`config.mk`:
```
export PLATFORM = sky130hd
export DESIGN_NAME = grid_ram_dp
export DESIGN_NICKNAME = d
export VERILOG_FILES = /design/src/rtl/grid_ram_pkg.sv /design/src/rtl/grid_clear_fsm.sv /design/src/rtl/grid_ram_dp.sv
export SDC_FILE = /design/constraint.sdc
export NUM_CORES = 2
export LEC_CHECK = 0
export CORE_ASPECT_RATIO = 1.25
export CORE_MARGIN = 8
export CORE_UTILIZATION = 65
export DETAILED_ROUTE_END_ITERATION = 10
export PLACE_DENSITY = 0.86
export SYNTH_ARGS = -nofsm -noshare
export SYNTH_HDL_FRONTEND = slang
export SYNTH_SLANG_ARGS = --single-unit
```
`constraint.sdc`:
```
create_clock -name i_clk -period 30.7 [get_ports i_clk]
set_clock_uncertainty 0.15 [all_clocks]
set_input_delay 6.14 -clock i_clk [delete_from_list [all_inputs] [get_ports i_clk]]
set_output_delay 6.14 -clock i_clk [all_outputs]
set_load 0.1 [all_outputs]
```
`src/rtl/grid_ram_pkg.sv`:
```
// Shared constants and clear-sequencer state encoding for the dual-port grid RAM.
package grid_ram_pkg;

  localparam int RDW_OLD = 0;
  localparam int RDW_NEW = 1;

  typedef enum logic [1:0] {
    IDLE  = 2'd0,
    CLEAR = 2'd1,
    DONE  = 2'd2
  } clr_state_e;

endpackage

```
`src/rtl/grid_clear_fsm.sv`:
```
// Clear sequencer: walks every cell address once, then pulses done.
module grid_clear_fsm
  import grid_ram_pkg::*;
#(
  parameter int ADDR_WIDTH = 10,
  parameter int DEPTH      = 640,
  parameter int AUTO_CLEAR = 1
) (
  input  logic                  i_clk,
  input  logic                  i_rst_n,
  input  logic                  i_clear_start,
  output logic                  o_busy,
  output logic                  o_done,
  output logic                  o_wr_sel,
  output logic [ADDR_WIDTH-1:0] o_wr_addr
);

  localparam logic [ADDR_WIDTH-1:0] LAST_ADDR = ADDR_WIDTH'(DEPTH - 1);

  clr_state_e            r_state;
  clr_state_e            w_state_next;
  logic [ADDR_WIDTH-1:0] r_cnt;
  logic [ADDR_WIDTH-1:0] w_cnt_next;
  // Set by reset so the first clocked cycle after release launches a clear.
  logic                  r_auto_pend;

  always_ff @(posedge i_clk or negedge i_rst_n) begin
    if (!i_rst_n) begin
      r_state     <= IDLE;
      r_cnt       <= '0;
      r_auto_pend <= (AUTO_CLEAR != 0);
    end else begin
      r_state     <= w_state_next;
      r_cnt       <= w_cnt_next;
      r_auto_pend <= 1'b0;
    end
  end

  always_comb begin
    w_state_next = r_state;
    w_cnt_next   = r_cnt;
    case (r_state)
      IDLE: begin
        if (i_clear_start || r_auto_pend) begin
          w_state_next = CLEAR;
          w_cnt_next   = '0;
        end
      end
      CLEAR: begin
        if (r_cnt == LAST_ADDR) begin
          w_state_next = DONE;
        end else begin
          w_cnt_next = r_cnt + 1'b1;
        end
      end
      DONE: begin
        w_state_next = IDLE;
      end
      default: begin
        w_state_next = IDLE;
      end
    endcase
  end

  assign o_busy    = (r_state == CLEAR) || (r_state == DONE);
  assign o_done    = (r_state == DONE);
  assign o_wr_sel  = (r_state == CLEAR);
  assign o_wr_addr = r_cnt;

endmodule

```
`src/rtl/grid_ram_dp.sv`:
```
// Dual-port grid cell store: port A read/write for game logic, port B read-only
// for scan-out, with a built-in clear sequencer that owns the write port while busy.
module grid_ram_dp
  import grid_ram_pkg::*;
#(
  parameter int                    ADDR_WIDTH = 10,
  parameter int                    DATA_WIDTH = 2,
  parameter int                    DEPTH      = 640,
  parameter logic [DATA_WIDTH-1:0] FILL_VALUE = '0,
  parameter int                    AUTO_CLEAR = 1,
  parameter int                    RDW_MODE   = 0
) (
  input  logic                  i_clk,
  input  logic                  i_rst_n,
  input  logic                  i_a_en,
  input  logic                  i_a_write,
  input  logic [ADDR_WIDTH-1:0] i_a_addr,
  input  logic [DATA_WIDTH-1:0] i_a_data,
  output logic [DATA_WIDTH-1:0] o_a_data,
  output logic                  o_a_valid,
  input  logic                  i_b_en,
  input  logic [ADDR_WIDTH-1:0] i_b_addr,
  output logic [DATA_WIDTH-1:0] o_b_data,
  output logic                  o_b_valid,
  input  logic                  i_clear_start,
  output logic                  o_clear_busy,
  output logic                  o_clear_done
);

  localparam logic [ADDR_WIDTH:0] DEPTH_EXT = (ADDR_WIDTH + 1)'(DEPTH);

  logic [DATA_WIDTH-1:0] r_mem [0:DEPTH-1];

  logic                  w_busy;
  logic                  w_clr_sel;
  logic [ADDR_WIDTH-1:0] w_clr_addr;
  logic                  w_a_go;
  logic                  w_a_in_range;
  logic                  w_b_in_range;
  logic                  w_we;
  logic [ADDR_WIDTH-1:0] w_waddr;
  logic [DATA_WIDTH-1:0] w_wdata;
  logic                  w_b_bypass;

  logic [DATA_WIDTH-1:0] r_a_data;
  logic                  r_a_valid;
  logic [DATA_WIDTH-1:0] r_b_data;
  logic                  r_b_valid;

  grid_clear_fsm #(
    .ADDR_WIDTH (ADDR_WIDTH),
    .DEPTH      (DEPTH),
    .AUTO_CLEAR (AUTO_CLEAR)
  ) u_clear_fsm (
    .i_clk         (i_clk),
    .i_rst_n       (i_rst_n),
    .i_clear_start (i_clear_start),
    .o_busy        (w_busy),
    .o_done        (o_clear_done),
    .o_wr_sel      (w_clr_sel),
    .o_wr_addr     (w_clr_addr)
  );

  assign w_a_go       = i_a_en && !w_busy;
  assign w_a_in_range = ({1'b0, i_a_addr} < DEPTH_EXT);
  assign w_b_in_range = ({1'b0, i_b_addr} < DEPTH_EXT);

  // The sequencer owns the single write port while clearing; port A is locked out.
  assign w_we    = w_clr_sel || (w_a_go && i_a_write && w_a_in_range);
  assign w_waddr = w_clr_sel ? w_clr_addr : i_a_addr;
  assign w_wdata = w_clr_sel ? FILL_VALUE : i_a_data;

  assign w_b_bypass = (RDW_MODE == RDW_NEW) && w_we && (w_waddr == i_b_addr);

  always_ff @(posedge i_clk) begin
    if (w_we) begin
      r_mem[w_waddr] <= w_wdata;
    end
  end

  always_ff @(posedge i_clk or negedge i_rst_n) begin
    if (!i_rst_n) begin
      r_a_data  <= '0;
      r_a_valid <= 1'b0;
      r_b_data  <= '0;
      r_b_valid <= 1'b0;
    end else begin
      r_a_valid <= w_a_go && !i_a_write;
      if (w_a_go && !i_a_write) begin
        r_a_data <= w_a_in_range ? r_mem[i_a_addr] : '0;
      end
      r_b_valid <= i_b_en;
      if (i_b_en) begin
        if (!w_b_in_range) begin
          r_b_data <= '0;
        end else if (w_b_bypass) begin
          r_b_data <= w_wdata;
        end else begin
          r_b_data <= r_mem[i_b_addr];
        end
      end
    end
  end

  assign o_a_data     = r_a_data;
  assign o_a_valid    = r_a_valid;
  assign o_b_data     = r_b_data;
  assign o_b_valid    = r_b_valid;
  assign o_clear_busy = w_busy;

endmodule

```
Word level (Yosys, flattened, before mapping). Memories as Yosys holds them, arrays and structs flattened. Index checks and enable logic that the tools add are counted.

Eq/ne operators: 6. Multiplexer cells: 12. Reduce and logical (&&, ||, !) cells: 13. Magnitude comparators: 2. $add $sub $neg: 1.

Operators with widths (count): $mux 10 (3); $lt 10x10->1 const B (2); $pmux 10 s2 (1); $add 10x1->10 const B (1); $eq 10x10->1 const B (1); $mux 2 (5); $logic_and 1x1->1 (4); $ne 2x1->1 const B (2); $pmux 2 s2 (1); $logic_or 1x1->1 (3); $reduce_and 3->1 (1); $eq 2x1->1 const B (1); $eq 2x2->1 const B (1); $logic_not 1->1 (2); $logic_not 2->1 (1); $mux 1 (2); $ne 2x2->1 const B (1); $reduce_and 2->1 (1); $reduce_bool 2->1 (1).

Output and inout bits: 8. Memory bits (writable): 1280. Logic and storage cells: 42. Memories: 1. Register bits after elaboration: 19.

Memory list: r_mem (depth 640, width 2, read ports 2, clocked after memory_dff 0, wr ports 1, line grid_ram_dp.sv:32) `logic [DATA_WIDTH-1:0] r_mem [0:DEPTH-1];`.

Longest topological paths before layout.
Depth after elaboration: 9. Mapped depth: 13. Mapped depth without buffers: 9.

Hierarchy. A second synthesis with hierarchy kept.

Cell total of the unflattened synthesis: 4147. Area total of the unflattened synthesis: 64777.1 um^2.

By module, submodules not included: grid_ram_dp (sequential area each 38587.0 um^2, instances 1, area an instance 63920.1 um^2, cells each 4057); grid_clear_fsm (sequential area each 326.6 um^2, instances 1, area an instance 857.1 um^2, cells each 90).

Worst setup path before layout. Ideal clock, no wire load.

Path type: in2reg. Start point: in i_a_data[0]. End point: mem r_mem[0][0], data pin. Cell stages on the path: 1. Setup slack: 5858 ps. Library setup time: 3310 ps. Data required time: 27240 ps. Path buffers: 0. Data arrival time: 21381 ps. Cell sequence: nor2b_1.

Cells in the longest elaborated chain, start to end: 1.

RTL lines: start, declared (line grid_ram_dp.sv:18) `input logic [DATA_WIDTH-1:0] i_a_data,`; $mux 2 (line grid_ram_dp.sv:71) `assign w_wdata = w_clr_sel ? FILL_VALUE : i_a_data;`; end, declared (line grid_ram_dp.sv:32).

No other way between the ends.

Worst setup path after layout.
Start point: in i_b_addr[0]. End point: reg r_b_data[0], in the netlist o_b_data[0].

Cells in the longest elaborated chain, start to end: 2. Elaborated cells between the ends (all ways): 3.

RTL lines: start, declared (line grid_ram_dp.sv:22) `input logic [ADDR_WIDTH-1:0] i_b_addr,`; $mem_v2 640x2 or $lt 10x10->1 (tied branches); $mux 2 (*) (line grid_ram_dp.sv:94) `if (!w_b_in_range) begin`; end signal, assigned (line grid_ram_dp.sv:97) `r_b_data <= w_wdata;`; end signal, assigned (line grid_ram_dp.sv:99) `r_b_data <= r_mem[i_b_addr];`; end, declared (line grid_ram_dp.sv:47) `logic [DATA_WIDTH-1:0] r_b_data;`.

Mark *: on every way between the ends. The rest lies on a longest branch, timed or not. A chain may end at the register's enable or synchronous reset.

==> impl_metrics.csv <==
group,metric,value,unit
global_routing,grt_pass1_vias,44200,
synth,ys_seq_elements,1299,
setup_path,worstSetupPathType,"in2reg",
clock_network,cts_sinks,1299,
power,power.total,4.36,mW
min_path,worstHoldStart,"u_clear_fsm.r_state[1]",
finish,final_cell_mix,"edfxtp_1, nor2_1, mux4_2, mux2i_1, clkbuf_16",
synth,yosysWarnings,0,
synth,synth.yosys.seq_area_share,0.606,
setup_path,path_common_cell,"buf_4",
setup_path,required,31.16,ns
global_routing,grt_pass1_wl,300000,um
floorplan,pin_count,36,
drt,wl,210000,um
placed_design,globalplace.congestion,1.03,
sta,max_freq,88.5,MHz
clock_network,cts_buffer_depth,3,
sta,tightest_slew,1.46,ns
clock_network,cts_resized,0,
sta,rsz0062_at_grt,"false",
job,cap_violations,0,
clock_network,insertion_delay,0.75,ns
setup_path,timing.rr.start,"u_clear_fsm.r_state[1]",
power,p_per_area,63.2,mW/mm^2
sta,drv_slew,0,
drt,final_antenna_net_count,0,
synth,syn_inst,4057,
power,vdd_drop_max,0.0531,mV
setup_path,crit_start,"i_b_addr[0]",
sta,period_share,0.368,
placed_design,io_buffers,35,
floorplan,die_y,367,um
synth,yosys.area.top_type,"edfxtp_1",
synth,synth_cell_types,78,
setup_path,cp-end-kind,"register",
synth,ys.flop_type,"edfxtp_1",
finish,layout-drive-gt1-share,0.225,
finish,finalNetCount,4004,
setup_path,crit_chain,"buf_8 -> buf_4 -> buf_4 -> mux4_2 -> a22o_1 -> a221oi_1 -> o21ai_0 -> o311ai_0 -> o21ai_1",
power,leakage,21.4,nW
global_routing,grt_max_degree,251,
sta,max-slew-margin-rel,0.0281,
floorplan,start_util,0.652,
sta,min_period,11.30,ns
placed_design,pre_cts_slack,19.00,ns
floorplan,die_w,297,um
setup_path,path_max_fanout,77,
global_routing,grt_antenna_before_repair,13,
synth,synth_async_sr_flop_share,0.0146,
min_path,min-delay-path-class,"reg2reg",
floorplan,dieArea,0.109,sq mm
setup_path,worst_setup_path_start_kind,"input port",
synth,synth_area_leaders,"edfxtp_1, mux4_2, nor2_1",
global_routing,globalRouteOverflowTotal,0,
synth,syn_area,0.0642,sq mm
drt,drc_errors,0,
synth,synth-edff-count,1280,
sta,final_hold_viol_count,0,
clock_network,ctsHoldBuffers,0,
clock_network,numCtsBuffers,118,
finish,syn_to_final_growth,7.69,%
status,status,"complete, no violations",
synth,synth_area_per_cell,15.8,sq um
clock_network,ctsHtreeMaxLevel,3,
clock_network,cts_tree,"done",
global_routing,grt_usage,0.379,
setup_path,cpPeakStageDelay,0.90,ns
finish,mostFrequentLayoutCell,"edfxtp_1",
placed_design,place_hpwl,124000,um
drt,wl_per_cell,38.9,um
drt,first_pass_iters,10,
sta,postLayoutSetupSlackWorst,19.40,ns
floorplan,core-area,0.0985,sq mm
drt,num_vias,44000,
clock_network,postCtsSetupBuffers,0,
drt,vias_per_cell,8.15,
setup_path,cp.arrival,11.76,ns
drt,drt_iter0_markers,8386,
sta,fin_setup_tns,0,ns
clock_network,clk_pin_slew_worst_paths,0.07,ns
setup_path,cp_slowest_cell,"o311ai_0",
synth,synth_top_area_frac,0.599,
synth,syn-num-nets,4089,
clock_network,cts_root_buf,"clkbuf_16",
sta,setup_viol,0,
floorplan,std_cell_rows,129,
[worst max-delay path: cells and delay by family]
kind | cells | cell delay, ns
AO/OA/AOI/OAI | 5 | 2.55
buffers and inverters | 3 | 2.30
multiplexers | 1 | 0.61
[final timing paths]
check	cells after the start	endpoint	slack, ns
min reg2reg	2	u_clear_fsm.r_state[1]	0.43
min	2	u_clear_fsm.r_state[1]	0.43
min in group asynchronous	2	u_clear_fsm.r_state[1]	5.65
max in group asynchronous	2	u_clear_fsm.r_auto_pend	24.42
max reg2reg	8	r_mem[56][1]	24.50
max	9	o_b_data[0]	19.40
[power breakdown]
| group | switching, mW | internal (mW) |
|---|---|---|
| logic | 0.528 | 0.156 |
| clock network | 0.675 | 0.884 |
| registers | 0.0135 | 2.11 |
[synth_stat cells, drive strengths merged (4+ instances only)]
cell type and instances:
a2111oi 8, nand2b 15, mux2 8, o211ai 6, nor4 21, buf 190, nor3b 4, a22oi 114
nand3 45, xor2 4, o21a 5, nand2 139, o31ai 4, mux4 543, o221ai 77, a221oi 21
dfrtp 18, nor3 104, o311ai 4, a22o 25, nand4 14, a31oi 7, o22ai 64, nor2b 16
and2 9, nor2 676, o32ai 4, a211oi 18, a21oi 94, or3 4, clkbuf 169, edfxtp 1280
o21ai 32, ha 4, inv 19, mux2i 245
[per-stage QoR]
step | area [sq um] | utilization | hold slack [ns] | instances
final | 69100 | 0.702 | 0.428 | 5399
after global routing | 69100 | 0.702 | 0.454 | 5387
after global placement | 65000 | 0.660 | 0.380 | 5162
after CTS | 69100 | 0.702 | 0.418 | 5386
after floorplan | 64200 | - | 0.353 | 4057
after detailed placement | 65000 | 0.660 | 0.403 | 5162
[registers in the layout, indices dropped and copies added (netlist names)]
name	flops
r_mem	1280
u_clear_fsm.o_wr_addr	10
o_a_data	2
o_b_data	2
u_clear_fsm.r_state	2
o_a_valid	1
o_b_valid	1
u_clear_fsm.r_auto_pend	1
[cells by family after synthesis]
kind of cell / share of synthesized area
AOI/OAI and AO/OA: 0.0570
buffers and inverters: 0.0354
and+or+nand+nor: 0.0693
muxes: 0.230
xor gates and xnor gates: 0.000955
other: 0.0000584
adders and majority gates: 0.000780
DFF: 0.606
[cell type report]
type	instances	area, sq um
antenna	13	32.5
tap	1310	1640
fill	5870	29300
clock buffer	148	3250
timing repair buffer	154	1260
multi-input combinational	2379	23100
clock inverter	76	811
inverter	20	76.3
sequential	1299	38900
[layer usage]
metal | track usage | part of all wire | up-vias
met2 | 0.574 | 0.45 | 4832
met4 | 0.322 | 0.11 | 6
met3 | 0.132 | 0.16 | 1390
li1 | - | - | 16300
met1 | 0.431 | 0.28 | 21500
met5 | 0.00573 | 0.00023 | -
Power figures use the tool's default switching activity.
